**src/rtl/fibonacci_generator_pkg.sv**
```systemverilog
// Shared constants for the Fibonacci generator: state codes, default widths
// and the largest representable result.
package fibonacci_generator_pkg;

    localparam int unsigned FIB_WIDTH     = 32;
    localparam int unsigned FIB_IDX_WIDTH = 6;
    localparam int unsigned FIB_MAX_INDEX = 47;

    // F(FIB_MAX_INDEX), the largest Fibonacci number that fits in 32 bits
    localparam logic [31:0] FIB_MAX_VALUE = 32'hB11924E1;

    // Codes match the classifier's state export so the two can share benches
    typedef enum logic [3:0] {
        S_IDLE = 4'd0,
        S_ITER = 4'd1,
        S_DONE = 4'd7,
        S_OVF  = 4'd8
    } fib_state_e;

endpackage

```
**src/rtl/fibonacci_generator.sv**
```systemverilog
// Iterative Fibonacci generator: computes F(index_i) with one addition per
// clock, using a go/done handshake and a 4-bit state export.
module fibonacci_generator
    import fibonacci_generator_pkg::*;
#(
    parameter int unsigned WIDTH     = FIB_WIDTH,
    parameter int unsigned IDX_WIDTH = FIB_IDX_WIDTH,
    parameter int unsigned MAX_INDEX = FIB_MAX_INDEX
) (
    input  logic                 clk,
    input  logic                 reset,
    input  logic                 go_i,
    input  logic [IDX_WIDTH-1:0] index_i,
    output logic [WIDTH-1:0]     number_o,
    output logic                 done_o,
    output logic                 overflow_o,
    output logic [3:0]           state_o
);

    localparam logic [IDX_WIDTH-1:0] MAX_IDX = IDX_WIDTH'(MAX_INDEX);

    fib_state_e           state, state_d;
    logic [IDX_WIDTH-1:0] idx, idx_d;
    logic [IDX_WIDTH-1:0] cnt, cnt_d;
    logic [WIDTH-1:0]     a, a_d;
    logic [WIDTH-1:0]     b, b_d;
    logic [WIDTH-1:0]     number_d;

    // Next-state and datapath update
    always_comb begin
        state_d  = state;
        idx_d    = idx;
        cnt_d    = cnt;
        a_d      = a;
        b_d      = b;
        number_d = number_o;

        case (state)
            S_IDLE: begin
                if (go_i) begin
                    number_d = '0;
                    if (index_i > MAX_IDX) begin
                        state_d = S_OVF;
                    end else begin
                        idx_d   = index_i;
                        a_d     = '0;
                        b_d     = WIDTH'(1);
                        cnt_d   = '0;
                        state_d = S_ITER;
                    end
                end
            end
            S_ITER: begin
                if (cnt == idx) begin
                    number_d = a;
                    state_d  = S_DONE;
                end else begin
                    // b may wrap on the last step for MAX_INDEX; it is never output
                    a_d   = b;
                    b_d   = a + b;
                    cnt_d = cnt + IDX_WIDTH'(1);
                end
            end
            S_DONE: begin
                if (!go_i) begin
                    state_d = S_IDLE;
                end
            end
            S_OVF: begin
                number_d = '0;
                if (!go_i) begin
                    state_d = S_IDLE;
                end
            end
            default: begin
                state_d = S_IDLE;
            end
        endcase
    end

    // State, datapath and registered outputs
    always_ff @(posedge clk or negedge reset) begin
        if (!reset) begin
            state      <= S_IDLE;
            idx        <= '0;
            cnt        <= '0;
            a          <= '0;
            b          <= WIDTH'(1);
            number_o   <= '0;
            done_o     <= 1'b0;
            overflow_o <= 1'b0;
            state_o    <= 4'd0;
        end else begin
            state      <= state_d;
            idx        <= idx_d;
            cnt        <= cnt_d;
            a          <= a_d;
            b          <= b_d;
            number_o   <= number_d;
            done_o     <= (state_d == S_DONE);
            overflow_o <= (state_d == S_OVF);
            state_o    <= state_d;
        end
    end

endmodule

```
**config.mk**
```make
export PLATFORM = sky130hd
export DESIGN_NAME = fibonacci_generator
export DESIGN_NICKNAME = d
export VERILOG_FILES = /design/src/rtl/fibonacci_generator_pkg.sv /design/src/rtl/fibonacci_generator.sv
export SDC_FILE = /design/constraint.sdc
export NUM_CORES = 1
export LEC_CHECK = 0
export CORE_MARGIN = 1.5
export CORE_UTILIZATION = 40
export DETAILED_ROUTE_END_ITERATION = 7
export REMOVE_ABC_BUFFERS = 1
export SYNTH_ARGS = -nofsm -noshare
export SYNTH_HDL_FRONTEND = slang
export SYNTH_SLANG_ARGS = --single-unit
```
**constraint.sdc**
```tcl
create_clock -name clk -period 3.1 [get_ports clk]
set_clock_uncertainty 0.1 [all_clocks]
set_input_delay 0.465 -clock clk [delete_from_list [all_inputs] [get_ports clk]]
set_output_delay 0.465 -clock clk [all_outputs]
set_load 0.03 [all_outputs]
```
Yosys cells after proc, flatten, opt, wreduce, memory -nomap -nowiden --
Cells that the tools add are included.
Operators by class: bitwise gates (word level) 1, reduce and logical (&&, ||, !) cells 7, equality and inequality tests 10, add/sub/neg operators 2, muxes and demuxes 20, order comparisons 1
Operators with widths (number):
- 32-bit 2-to-1 mux | 8
- 32-bit case mux with 2 select lines | 2
- 32-bit case mux with 3 select lines | 1
- 32-bit adder | 1
- 6-bit 2-to-1 mux | 3
- 4-bit 2-to-1 mux | 4
- 4-bit case mux with 3 select lines | 1
- 6-bit case mux with 2 select lines | 1
- 4-bit by 3-bit == test with 1-bit output, second input constant | 2
- 4-bit == test, second input constant | 2
- 2-bit inequality test, second input constant | 4
- 6-bit by 1-bit adder with 6-bit output, second input constant | 1
- 6-bit == test | 1
- 6-bit greater-than comparator, second input constant | 1
- 3-bit AND reduction | 2
- 4-bit by 1-bit == test with 1-bit output, second input constant | 1
- 4-bit logical NOT | 1
- 4-bit AND reduction | 1
- 3-bit nonzero test | 1
- 2-bit nonzero test | 1
- 2-bit OR reduction | 1
- 1-bit inverter | 1
Storage, ports and cells: flip-flop bits (word level) 114, input port bits 9

Longest topological paths before layout --
Gate-level depths: netlist of the first run.
depth in word-level cells 5, mapped depth 12, gate-level depth less buffers 12

Worst setup path after synthesis of the first run --
Ideal clock, no wire load.
path type register to register, start reg b[0], end reg b[24], setup slack 0.576 ns, cell stages (with the launch flop) 13, required time 2.904 ns, arrival time 2.329 ns, path buffers 0, period minus slack after synthesis 2.524 ns, library setup time 0.096 ns, cells stage by stage dfstp_2 -> ha_1 -> inv_1 -> fa_1 -> nor2b_1 -> o21ai_1 -> a21oi_1 -> nor2_1 -> o21ai_2 -> a221oi_2 -> o311ai_1 -> a311oi_1 -> o31ai_1
On the way: cells in the longest elaborated chain, start to end 3
Ends and longest elaborated chain:
- start, declared | RTL line fibonacci_generator.sv:26 | logic [WIDTH-1:0] b, b_d;
- start signal, assigned | RTL line fibonacci_generator.sv:88 | b <= WIDTH'(1);
- start signal, assigned | RTL line fibonacci_generator.sv:98 | b <= b_d;
- 32-bit adder | RTL line fibonacci_generator.sv:60 | b_d = a + b;
- 32-bit 2-to-1 mux | RTL line fibonacci_generator.sv:54 | if (cnt == idx) begin
- 32-bit case mux with 2 select lines | RTL line fibonacci_generator.sv:38 | case (state)
No other way between the ends. The select of a mux whose other input is x is not followed. A chain may end at the register's enable or synchronous reset.

Worst setup path after layout of the first run --
Ends and elaborated chain as after synthesis.

==> results of run 1 <==
==> per-stage QoR <==
stage          area [µm²]  setup slack, ns
2_1_floorplan        5910            -1.67
3_3_place_gp         6750            0.368
3_5_place_dp         6750            0.240
4_1_cts              7470            0.192
5_1_grt              7470           0.0166
6_report             7470            0.217
==> registers in the layout, indices dropped and copies added, names as in the netlist <==
signal / flops
cnt: 6
done_o: 1
state: 4
idx: 6
a: 32
overflow_o: 1
b: 32
number_o: 32
==> layout by cell type, fill, tap and decap left out, types with 3 or more instances in the layout <==
| cell type | count |
|---|---|
| a211oi_1 | 3 |
| nor3_1 | 4 |
| o21ai_0 | 88 |
| o31ai_1 | 3 |
| o211ai_1 | 3 |
| a21o_1 | 9 |
| nand4_1 | 5 |
| nand2b_1 | 4 |
| nand2_1 | 174 |
| or3_1 | 3 |
| nand3_1 | 40 |
| o21ai_1 | 20 |
| a31oi_1 | 5 |
| clkbuf_16 | 17 |
| clkdlybuf4s50_1 | 45 |
| xor2_1 | 21 |
| inv_1 | 12 |
| ha_1 | 32 |
| clkbuf_8 | 4 |
| nor2b_1 | 4 |
| nor2_1 | 19 |
| a21oi_1 | 40 |
| clkinv_2 | 3 |
| dfrtp_1 | 113 |
| bufinv_16 | 7 |
| o21bai_1 | 4 |
| buf_4 | 13 |
| xnor2_1 | 15 |
==> worst register-to-register path, stage by stage (launching register included) <==
cell and delay [ns]:
dfstp_2 0.54, ha_1 0.16, inv_1 0.05, fa_1 0.40, nor2b_1 0.13, o21ai_1 0.09, a21oi_1 0.22, nor2_1 0.12
o21ai_2 0.21, a221oi_2 0.11, o311ai_1 0.28, a311oi_1 0.15, o31ai_1 0.23
==> worst max path at each step <==
stage,to,slack (ns)
after floorplan,cnt[5]$_DFFE_PN0P_,-1.67
after global placement,b[24]$_DFFE_PN0P_,0.37
after detailed placement,b[24]$_DFFE_PN0P_,0.24
after CTS,b[24]$_DFFE_PN0P_,0.19
after global routing,b[24]$_DFFE_PN0P_,0.02
final,b[24]$_DFFE_PN0P_,0.22
==> layout make-up <==
class	count	area (µm²)	area share (%)
clock buffer	22	484	6.48
clock inverter	10	225	3.02
inverter	12	45.0	0.603
multi-input combinational	530	3030	40.6
sequential	114	2850	38.2
tap	184	230	3.08
timing repair buffer	61	598	8.01
==> cells by family after synthesis <==
group | share of synthesized area [%]
fa+ha+maj | 6.95
mux | 0.165
flops | 47.2
buf+inv | 3.10
simple gates | 19.5
xor+xnor | 5.21
compound gates | 17.9
==> routing by layer <==
metal | share of wire (%) | routed length, µm
met1 | 50 | 6580
met2 | 46 | 5960
met3 | 2.2 | 289
met4 | 1.5 | 200
met5 | 0 | 0
==> timing repair <==
action	CTS	global route
gates resized for setup	0	0
hold endpoints to repair	41	0
hold buffers	1	0
==> out/qor.yml, run 1 <==
status: "finished, final reports clean"
crit_type: "reg -> reg"
fin_crit_ns: 2.88
antenna_found_initial: 0
layout.cells.non_filler: 933
hp-start: "number_o[4]$_DFFE_PN0P_"
diodes: 0
path_buf_inv: 1
crit_required_ns: 3.32
num_vias: 4848
slowest_stage: "dfstp_2"
port_buffers: 46
rows: 44
fin_util_pct: 51.0
track_usage_pct: 18.2
cp_max_fo: 3
grt_first_pass_wirelength_um: 23400
cp-start-kind: "register"
die_y_um: 126
dieWidth_um: 126
clkSinkCount: 114
core_area_mm2: 0.0146
min_path_cells: 2
whs_ns: 0.377
io_pins: 47
dp_cells: 900
routed_wl_um: 13000
syn_inst: 692
yosysWarnings: 0
dpl.hpwl_um: 8920
use_met1_pct: 24.6
yosysTopAreaCell: "dfrtp_1"
ant_nets: 0
numCtsBuffers: 17
synthTopCellsByCount: "174 x nand2_1, 113 x dfrtp_1, 88 x o21ai_0, 40 x a21oi_1, 40 x nand3_1"
synth_edf_count: 0
path_cells: "ha_1, inv_1, fa_1, nor2b_1, o21ai_1, a21oi_1, nor2_1, o21ai_2, a221oi_2, o311ai_1, a311oi_1, o31ai_1"
cp_slowest_stage_delay_ns: 0.54
drtPass1Iterations: 6
finalSetupViolations: 0
nets: 778
die_area_mm2: 0.0159
viasPerCell: 5.20
first_global_vias: 4946
clockBufferDepth: 2
synthTopCellsByArea: "dfrtp_1 47%, nand2_1 11%, o21ai_0 7.3%, ha_1 6.6%, a21oi_1 3.3%"
reg2reg_slack_ns: 0.22
synth_top_area_share_pct: 46.7
min_period_over_period_pct: 93.0
drt-initial-drc-count: 293
top_usage_layer: "met2"
crit_arrival_ns: 3.11
cap_violations: 0
overflow: 0
fin_tns_setup_ns: 0
clock_latency_ns: 0.42
synth-seq-cells: 114
end_kind: "register"
crit-reg2reg-capture: "b[24]$_DFFE_PN0P_"
synth_area_mm2: 0.00605
met2_usage_pct: 28.3
regToRegStartpoint: "b[0]$_DFFE_PN1P_"
avgSynthCellArea_um2: 8.74
slew_headroom_pct: 51.8
r2r_cells: 12
min_path_type: "reg -> reg"
grt_max_degree: 72
fillers: 1387
drc: 0
yosysMostFrequentCell: "nand2_1"
ys_types: 51
rsz0062_at_grt: "false"
drive_gt1_share_pct: 8.14
timing.fmax_ghz: 0.347
use_met3_pct: 4.84
ys_seq_area_share_pct: 47.2
ys_async_sr_fraction_pct: 100
tightestPinTransition_ns: 0.720
drv_slew: 0
cts-root-buf: "clkbuf_16"
cpLargestDelayFamily: "compound AO/OA/AOI/OAI gates"
gp_congestion: 0.848
start_util_pct: 41.3
final-hold-violation-count: 0
path_clk_slew_ns: 0.06
synth_ff_type: "dfrtp_1"
min_to: "number_o[4]$_DFFE_PN0P_"
syn_to_final_growth_pct: 23.5
critPathLaunch: "b[0]$_DFFE_PN1P_"
htree_levels: 4
cts_tree: "built"
crit_cells: 12
cts_setup_buffers: 0
avgRoutedWirePerCell_um: 14.0
Power of run 1 is left out: the tool's default activity adds up to more than one toggle a clock period on the data nets, which glitch-free logic cannot reach.
==> inputs of run 2 (changes only) <==
--- a/config.mk
+++ b/config.mk
@@ -7,7 +7,9 @@
 export LEC_CHECK = 0
 export CORE_MARGIN = 1.5
 export CORE_UTILIZATION = 40
+export CTS_BUF_LIST = sky130_fd_sc_hd__clkbuf_2 sky130_fd_sc_hd__clkbuf_4 sky130_fd_sc_hd__clkbuf_8
 export DETAILED_ROUTE_END_ITERATION = 7
+export PLACE_DENSITY = 0.55
 export REMOVE_ABC_BUFFERS = 1
 export SYNTH_ARGS = -nofsm -noshare
 export SYNTH_HDL_FRONTEND = slang
==> run 2 against run 1 <==
- worst hold slack got worse by 0.0017 ns
- first-iteration DRC count fell by 7.5%
- cell count fell by 0.21%
- global-route usage fell by 0.48 points
- setup slack improved by 0.060 ns
- core utilization fell by 2.0 points
==> out/qor.yml, run 2 (synthesis results as in run 1) <==
die_y_um: 126  # unchanged
reg2reg_slack_ns: 0.28  # +0.06 ns
largest_registers: "a x32, b x32, number_o x32"
first_global_vias: 4748  # -4.0%
min_path_type: "reg -> reg"
die_area_mm2: 0.0159  # unchanged
min_path_cells: 2  # unchanged
rows: 44  # unchanged
grt_first_pass_wirelength_um: 22800  # -2.6%
regToRegStartpoint: "b[0]$_DFFE_PN1P_"
drc: 0  # unchanged
htree_levels: 4  # unchanged
io_pins: 47  # unchanged
nets: 776  # -0.26%
final-hold-violation-count: 0  # unchanged
dieWidth_um: 126  # unchanged
crit_arrival_ns: 3.08  # -0.03 ns
rsz0062_at_grt: "false"
viasPerCell: 5.18  # -0.36%
timing.fmax_ghz: 0.354  # +2.1%
dpl.hpwl_um: 8870  # -0.64%
clockBufferDepth: 2  # unchanged
hp-start: "number_o[6]$_DFFE_PN0P_"
antenna_found_initial: 0  # unchanged
crit_type: "reg -> reg"
core_area_mm2: 0.0146  # unchanged
r2r_cells: 12  # unchanged
clock_latency_ns: 0.44  # +0.02 ns
clkSinkCount: 114  # unchanged
num_vias: 4820  # -0.58%
grt_max_degree: 74  # +2.8%
drv_slew: 0  # unchanged
crit_required_ns: 3.36  # +0.04 ns
finalSetupViolations: 0  # unchanged
track_usage_pct: 17.7  # -0.48 points
tightestPinTransition_ns: 0.709  # -0.0110 ns
finalInstanceArea_mm2: 0.00718  # -3.8%
overflow: 0  # unchanged
cts_setup_buffers: 0  # unchanged
gp_congestion: 0.889  # +4.8%
end_kind: "register"
diodes: 0  # unchanged
layout_common_cells: "174 x nand2_1, 113 x dfrtp_1, 88 x o21ai_0"
min_period_over_period_pct: 91.1  # -1.9 points
path_clk_slew_ns: 0.07  # about the same
routed_wl_um: 12900  # -1.3%
port_buffers: 46  # unchanged
cp-start-kind: "register"
cts-root-buf: "clkbuf_8"
slew_headroom_pct: 52.6  # +0.74 points
cp_max_fo: 3  # unchanged
numCtsBuffers: 17  # unchanged
start_util_pct: 41.3  # unchanged
syn_to_final_growth_pct: 18.7
status: "finished, final reports clean"
postPlaceCellArea_mm2: 0.00676  # +0.15%
cap_violations: 0  # unchanged
crit-reg2reg-capture: "b[24]$_DFFE_PN0P_"
drtPass1Iterations: 6  # unchanged
layout_commonest_cell: "nand2_1"
cts_tree: "built"
min_to: "number_o[6]$_DFFE_PN0P_"
drt-initial-drc-count: 271  # -7.5%
fin_crit_ns: 2.82  # -0.0596 ns
drive_gt1_share_pct: 8.03  # -0.11 points
ant_nets: 0  # unchanged
cts_resized: 0  # unchanged
avgRoutedWirePerCell_um: 13.8  # -1.1%
## run 2: cell types whose count changed in the layout (fill, tap and decap cells not counted), moves of 2 or more
cell and delta:
buf_12 +2, buf_4 -4, bufinv_16 -5, clkbuf_16 -17, clkbuf_8 +18, clkinvlp_4 +3
## run 2: area by class of cell
type	instances	area, µm²
Tap cell	184	230
Multi-Input combinational cell	530	3030
Timing Repair Buffer	59	608
Sequential cell	114	2850
Fill cell	1431	7460
Clock inverter	9	103
Clock buffer	23	310
Inverter	12	45.0
## run 2: routing by layer
metal	up-vias	global-route usage [%]	share of wire [%]
met1	2263	24.6	52
li1	2473	-	-
met3	20	4.08	2.8
met5	-	0	0
met4	0	7.91	2.0
met2	64	26.6	44
## run 2: critical path, cell delays in order, from the launching register on
cell      delay [ns]
dfstp_2         0.54
ha_1            0.16
inv_1           0.05
fa_1            0.40
nor2b_1         0.12
o21ai_1         0.08
a21oi_1         0.23
nor2_1          0.13
o21ai_2         0.21
a221oi_2        0.11
o311ai_1        0.27
a311oi_1        0.14
o31ai_1         0.20
## run 2: repair_timing
action,4_1_cts,5_1_grt
setup endpoints to repair,0,0
endpoints found under the hold margin,47,0
hold buffers,1,0
## run 2: worst max-delay path by stage
stage | slack, ns | endpoint | startpoint | cells past startpoint
2_1_floorplan | -1.67 | cnt[5]$_DFFE_PN0P_ | state[3]$_DFF_PN0_ | 6
3_3_place_gp | 0.35 | b[24]$_DFFE_PN0P_ | b[0]$_DFFE_PN1P_ | 12
3_5_place_dp | 0.26 | b[24]$_DFFE_PN0P_ | b[0]$_DFFE_PN1P_ | 12
4_1_cts | 0.25 | b[24]$_DFFE_PN0P_ | b[0]$_DFFE_PN1P_ | 12
5_1_grt | 0.06 | b[24]$_DFFE_PN0P_ | b[0]$_DFFE_PN1P_ | 12
6_report | 0.28 | b[24]$_DFFE_PN0P_ | b[0]$_DFFE_PN1P_ | 12
## run 2: metrics by stage
| stage | setup slack, ns | instances | hold slack (ns) | util, % | TNS, ns |
|---|---|---|---|---|---|
| 2_1_floorplan | -1.67 | 656 | 0.0694 | - | -92.14 |
| 3_3_place_gp | 0.349 | 898 | 0.360 | 46.2 | 0 |
| 3_5_place_dp | 0.264 | 898 | 0.369 | 46.2 | 0 |
| 4_1_cts | 0.245 | 931 | 0.384 | 49.1 | 0 |
| 5_1_grt | 0.0585 | 931 | 0.399 | 49.1 | 0 |
| 6_report | 0.276 | 931 | 0.376 | 49.1 | 0 |
Power of run 2 is left out for the same reason.
==> inputs of run 3 (changes only) <==
--- a/config.mk
+++ b/config.mk
@@ -11,6 +11,8 @@
 export DETAILED_ROUTE_END_ITERATION = 7
 export PLACE_DENSITY = 0.55
 export REMOVE_ABC_BUFFERS = 1
+export SETUP_SLACK_MARGIN = 0.15
+export SKIP_LAST_GASP = 1
 export SYNTH_ARGS = -nofsm -noshare
 export SYNTH_HDL_FRONTEND = slang
 export SYNTH_SLANG_ARGS = --single-unit
==> run 3 against run 2 <==
- sequential share of layout area barely moved
- cell count did not move
- setup slack better by 0.053 ns
==> out/qor.yml, run 3 (synthesis results as in run 1) <==
first_global_vias: 4748  # unchanged
start_util_pct: 41.3  # unchanged
nets: 776  # unchanged
crit_required_ns: 3.36  # about the same
clockBufferDepth: 2  # unchanged
numCtsBuffers: 17  # unchanged
track_usage_pct: 17.7  # unchanged
routed_wl_um: 12900  # +0.21%
cts_tree: "built"
num_vias: 4831  # +0.23%
gp_congestion: 0.889  # unchanged
crit_type: "reg -> reg"
tightestPinTransition_ns: 0.709  # -0.000455 ns
grt_max_degree: 74  # unchanged
drt-initial-drc-count: 255  # -5.9%
end_kind: "register"
dieWidth_um: 126  # unchanged
cp_max_fo: 3  # unchanged
core_area_mm2: 0.0146  # unchanged
layout_commonest_cell: "nand2_1"
layout.cells.non_filler: 931  # unchanged
htree_levels: 4  # unchanged
cp-start-kind: "register"
drc: 0  # unchanged
grt_first_pass_wirelength_um: 22800  # unchanged
largest_registers: "a x32, b x32, number_o x32"
cts-root-buf: "clkbuf_8"
rows: 44  # unchanged
finalSetupViolations: 0  # unchanged
viasPerCell: 5.19  # +0.23%
clock_latency_ns: 0.45  # about the same
drive_gt1_share_pct: 8.30  # +0.27 points
cap_violations: 0  # unchanged
dpl.hpwl_um: 8870  # unchanged
port_buffers: 46  # unchanged
timing.fmax_ghz: 0.361  # +1.9%
diodes: 0  # unchanged
dp_cells: 898  # unchanged
ant_nets: 0  # unchanged
min_path_type: "reg -> reg"
overflow: 0  # unchanged
layout_common_cells: "174 x nand2_1, 113 x dfrtp_1, 88 x o21ai_0"
fin_crit_ns: 2.77  # -0.0529 ns
fillers: 1430  # -0.070%
fin_util_pct: 49.1  # +0.051 points
die_y_um: 126  # unchanged
clkSinkCount: 114  # unchanged
syn_to_final_growth_pct: 18.9
status: "finished, final reports clean"
drtPass1Iterations: 6  # unchanged
slew_headroom_pct: 52.6  # about the same
die_area_mm2: 0.0159  # unchanged
final-hold-violation-count: 0  # unchanged
io_pins: 47  # unchanged
antenna_found_initial: 0  # unchanged
min_period_over_period_pct: 89.4  # -1.7 points
crit_arrival_ns: 3.03  # -0.05 ns
rsz0062_at_grt: "true"
path_clk_slew_ns: 0.07  # about the same
avgRoutedWirePerCell_um: 13.8  # +0.21%
drv_slew: 0  # unchanged
==> run 3: area by class of cell <==
type | instances | area [µm²] | area share (%)
inverter | 12 | 45.0 | 0.626
multi-input combinational | 530 | 3040 | 42.3
tap | 184 | 230 | 3.20
clock buffer | 23 | 310 | 4.32
sequential | 114 | 2850 | 39.7
timing repair buffer | 59 | 608 | 8.46
clock inverter | 9 | 103 | 1.43
==> run 3: stage by stage <==
step                hold slack [ns]  setup WS (ns)  TNS (ns)  instance area [µm²]
floorplan                    0.0694          -1.67    -92.14                 5910
global placement              0.360          0.349         0                 6760
detailed placement            0.369          0.264         0                 6760
CTS                           0.384          0.245         0                 7180
global route                  0.399          0.105         0                 7190
finish                        0.376          0.329         0                 7190
==> run 3: what timing repair did <==
action,CTS,global route
resized for setup,0,2
hold buffers,1,0
buffers inserted,0,0
endpoints found under the setup margin,0,3
endpoints found under the hold margin,47,0
==> run 3: worst max-delay path, stage by stage (launching register included) <==
cell	delay, ns
dfstp_2	0.54
ha_1	0.16
inv_1	0.06
fa_1	0.40
nor2b_1	0.12
o21ai_1	0.09
a21oi_2	0.18
nor2_1	0.10
o21ai_2	0.21
a221oi_2	0.11
o311ai_1	0.27
a311oi_1	0.14
o31ai_1	0.20
==> run 3: final timing paths <==
path,from,endpoint,slack (ns),cells past startpoint
max in group asynchronous,reset,b[0]$_DFFE_PN1P_,1.68,3
min in group asynchronous,reset,a[2]$_DFFE_PN0P_,0.49,2
setup / recovery,b[0]$_DFFE_PN1P_,b[24]$_DFFE_PN0P_,0.33,12
hold / removal,number_o[6]$_DFFE_PN0P_,number_o[6]$_DFFE_PN0P_,0.38,2
setup reg to reg,b[0]$_DFFE_PN1P_,b[24]$_DFFE_PN0P_,0.33,12
hold reg to reg,number_o[6]$_DFFE_PN0P_,number_o[6]$_DFFE_PN0P_,0.38,2
==> run 3: routing by layer <==
| metal | GRT usage (%) | routed length, µm |
|---|---|---|
| met5 | 0 | 0 |
| met2 | 26.6 | 5590 |
| met1 | 24.6 | 6660 |
| met4 | 7.91 | 252 |
| met3 | 4.08 | 369 |
Power of run 3 is left out for the same reason.
==> patch, RTL diff (settings of run 1) <==
Change the package constant `FIB_WIDTH` from 32 to 64.
--- a/src/rtl/fibonacci_generator_pkg.sv
+++ b/src/rtl/fibonacci_generator_pkg.sv
@@ -3,5 +3,5 @@
 package fibonacci_generator_pkg;
 
-    localparam int unsigned FIB_WIDTH     = 32;
+    localparam int unsigned FIB_WIDTH     = 64;
     localparam int unsigned FIB_IDX_WIDTH = 6;
     localparam int unsigned FIB_MAX_INDEX = 47;
Interface: changed (resized number_o); port bits go from 47 to 79. No check against the original RTL was run, so the function may have changed too.
==> patch against run 1 <==
  * Routed wire length grew 100%
  * Setup slack lost 190 ps
  * Area after synthesis grew 83%
  * Design area grew 81%
  * Sequential cell count grew 96
  * Synthesized cell count grew 57%
  * Core utilization shrank 1.0 points
  * Worst hold slack lost 25 ps
  * Critical path type unchanged
  * Via count grew 76%
  * Critical endpoint is now b[57]
==> patch: results <==
set metrics [dict create \
    grt_start_max_net_pins 87 \
    buffers 137 \
    cts-buffers-inserted 23 \
    synthMuxAreaShare 0.00496 \
    worstMarginPinSlew_ps 729 \
    track_usage 0.185 \
    ys_seq_area_frac 0.474 \
    clk_share 0.0535 \
    register_area_mm2 0.00526 \
    grt_pass1_wl_mm 43.8 \
    status "completed" \
    drtIter0Drc 511 \
    reg_top3 "a x64, b x64, number_o x64" \
    htreeDepth 1 \
    avgRoutedWirePerCell_um 16.8 \
    netlist_top_cells_area "dfrtp_1, a22o_1, ha_1, a21oi_1, nand2_1" \
    cp_max_fo 4 \
    gp_congestion 0.884 \
    finalWirelength_mm 26.2 \
    nClkBuffers 39 \
    post_cts_buffers 2 \
    synth_compound_area_frac 0.266 \
    final_layout_size_suffix_gt1_frac 0.122 \
    synthAdderAreaFrac 0.0740 \
    io_buffer_count 78 \
    cts_max_path_buffers 3 \
    first_pass_iters 5 \
    coreArea_mm2 0.0271 \
    syn_avg_cell_area_um2 10.2 \
    via_count 8536 \
    place_inst 1511 \
    cp_slowest_cell "dfrtp_1" \
]
==> patch: cell count changes after synthesis, moves of 32 or more <==
cell             run 1  this run
a22o_1               0       135
dfrtp_1            113       209
nand2_1            174        94
o21ai_0             88        41
a21o_1               9        46
clkbuf_1            27        59
ha_1                32        64
==> patch: logic make-up after synthesis <==
group,after synthesis
AO/OA/AOI/OAI,415
adder cells (fa/ha/maj),65
buffers and inverters,91
flip-flops,210
XOR/XNOR,68
multiplexers,5
AND/OR/NAND/NOR,229
==> patch: per-stage QoR <==
step / setup TNS [ps] / cell area, µm²
3_5_place_dp: -299 / 12500
3_3_place_gp: 0 / 12500
4_1_cts: 0 / 13300
2_1_floorplan: -258220 / 10800
6_report: 0 / 13500
5_1_grt: -401 / 13500
==> patch: worst max-delay path, delay by kind of cell (launching register included) <==
family	cells	cell delay, ps
AND/OR/NAND/NOR	4	550
flip-flops	1	380
AO/OA/AOI/OAI	6	1480
adder cells (fa/ha/maj)	1	310
XOR/XNOR	1	140
==> patch: metal layers <==
metal | global-route usage | part of all wire | vias up
met1 | 0.278 | 0.51 | 4195
li1 | - | - | 4191
met3 | 0.0226 | 0.033 | 25
met5 | 0 | 0 | -
met4 | 0.0358 | 0.013 | 0
met2 | 0.287 | 0.45 | 125
==> patch: final timing paths <==
path / from / slack [ps] / cells after the start / endpoint
max: b[1] / 30 / 12 / b[57]
min in group clk: number_o[32] / 390 / 1 / number_o[32]
min: reset / 350 / 2 / done_o
max reg2reg: b[1] / 30 / 12 / b[57]
min reg2reg: number_o[32] / 390 / 1 / number_o[32]
max in group asynchronous: reset / 1830 / 3 / b[32]
==> patch: power breakdown <==
part / internal [W] / leakage [nW] / switching, W
registers: 0.00361 / 2.79 / 0.000702
clock network: 0.00158 / 0.351 / 0.00109
logic: 0.00303 / 3.10 / 0.00420
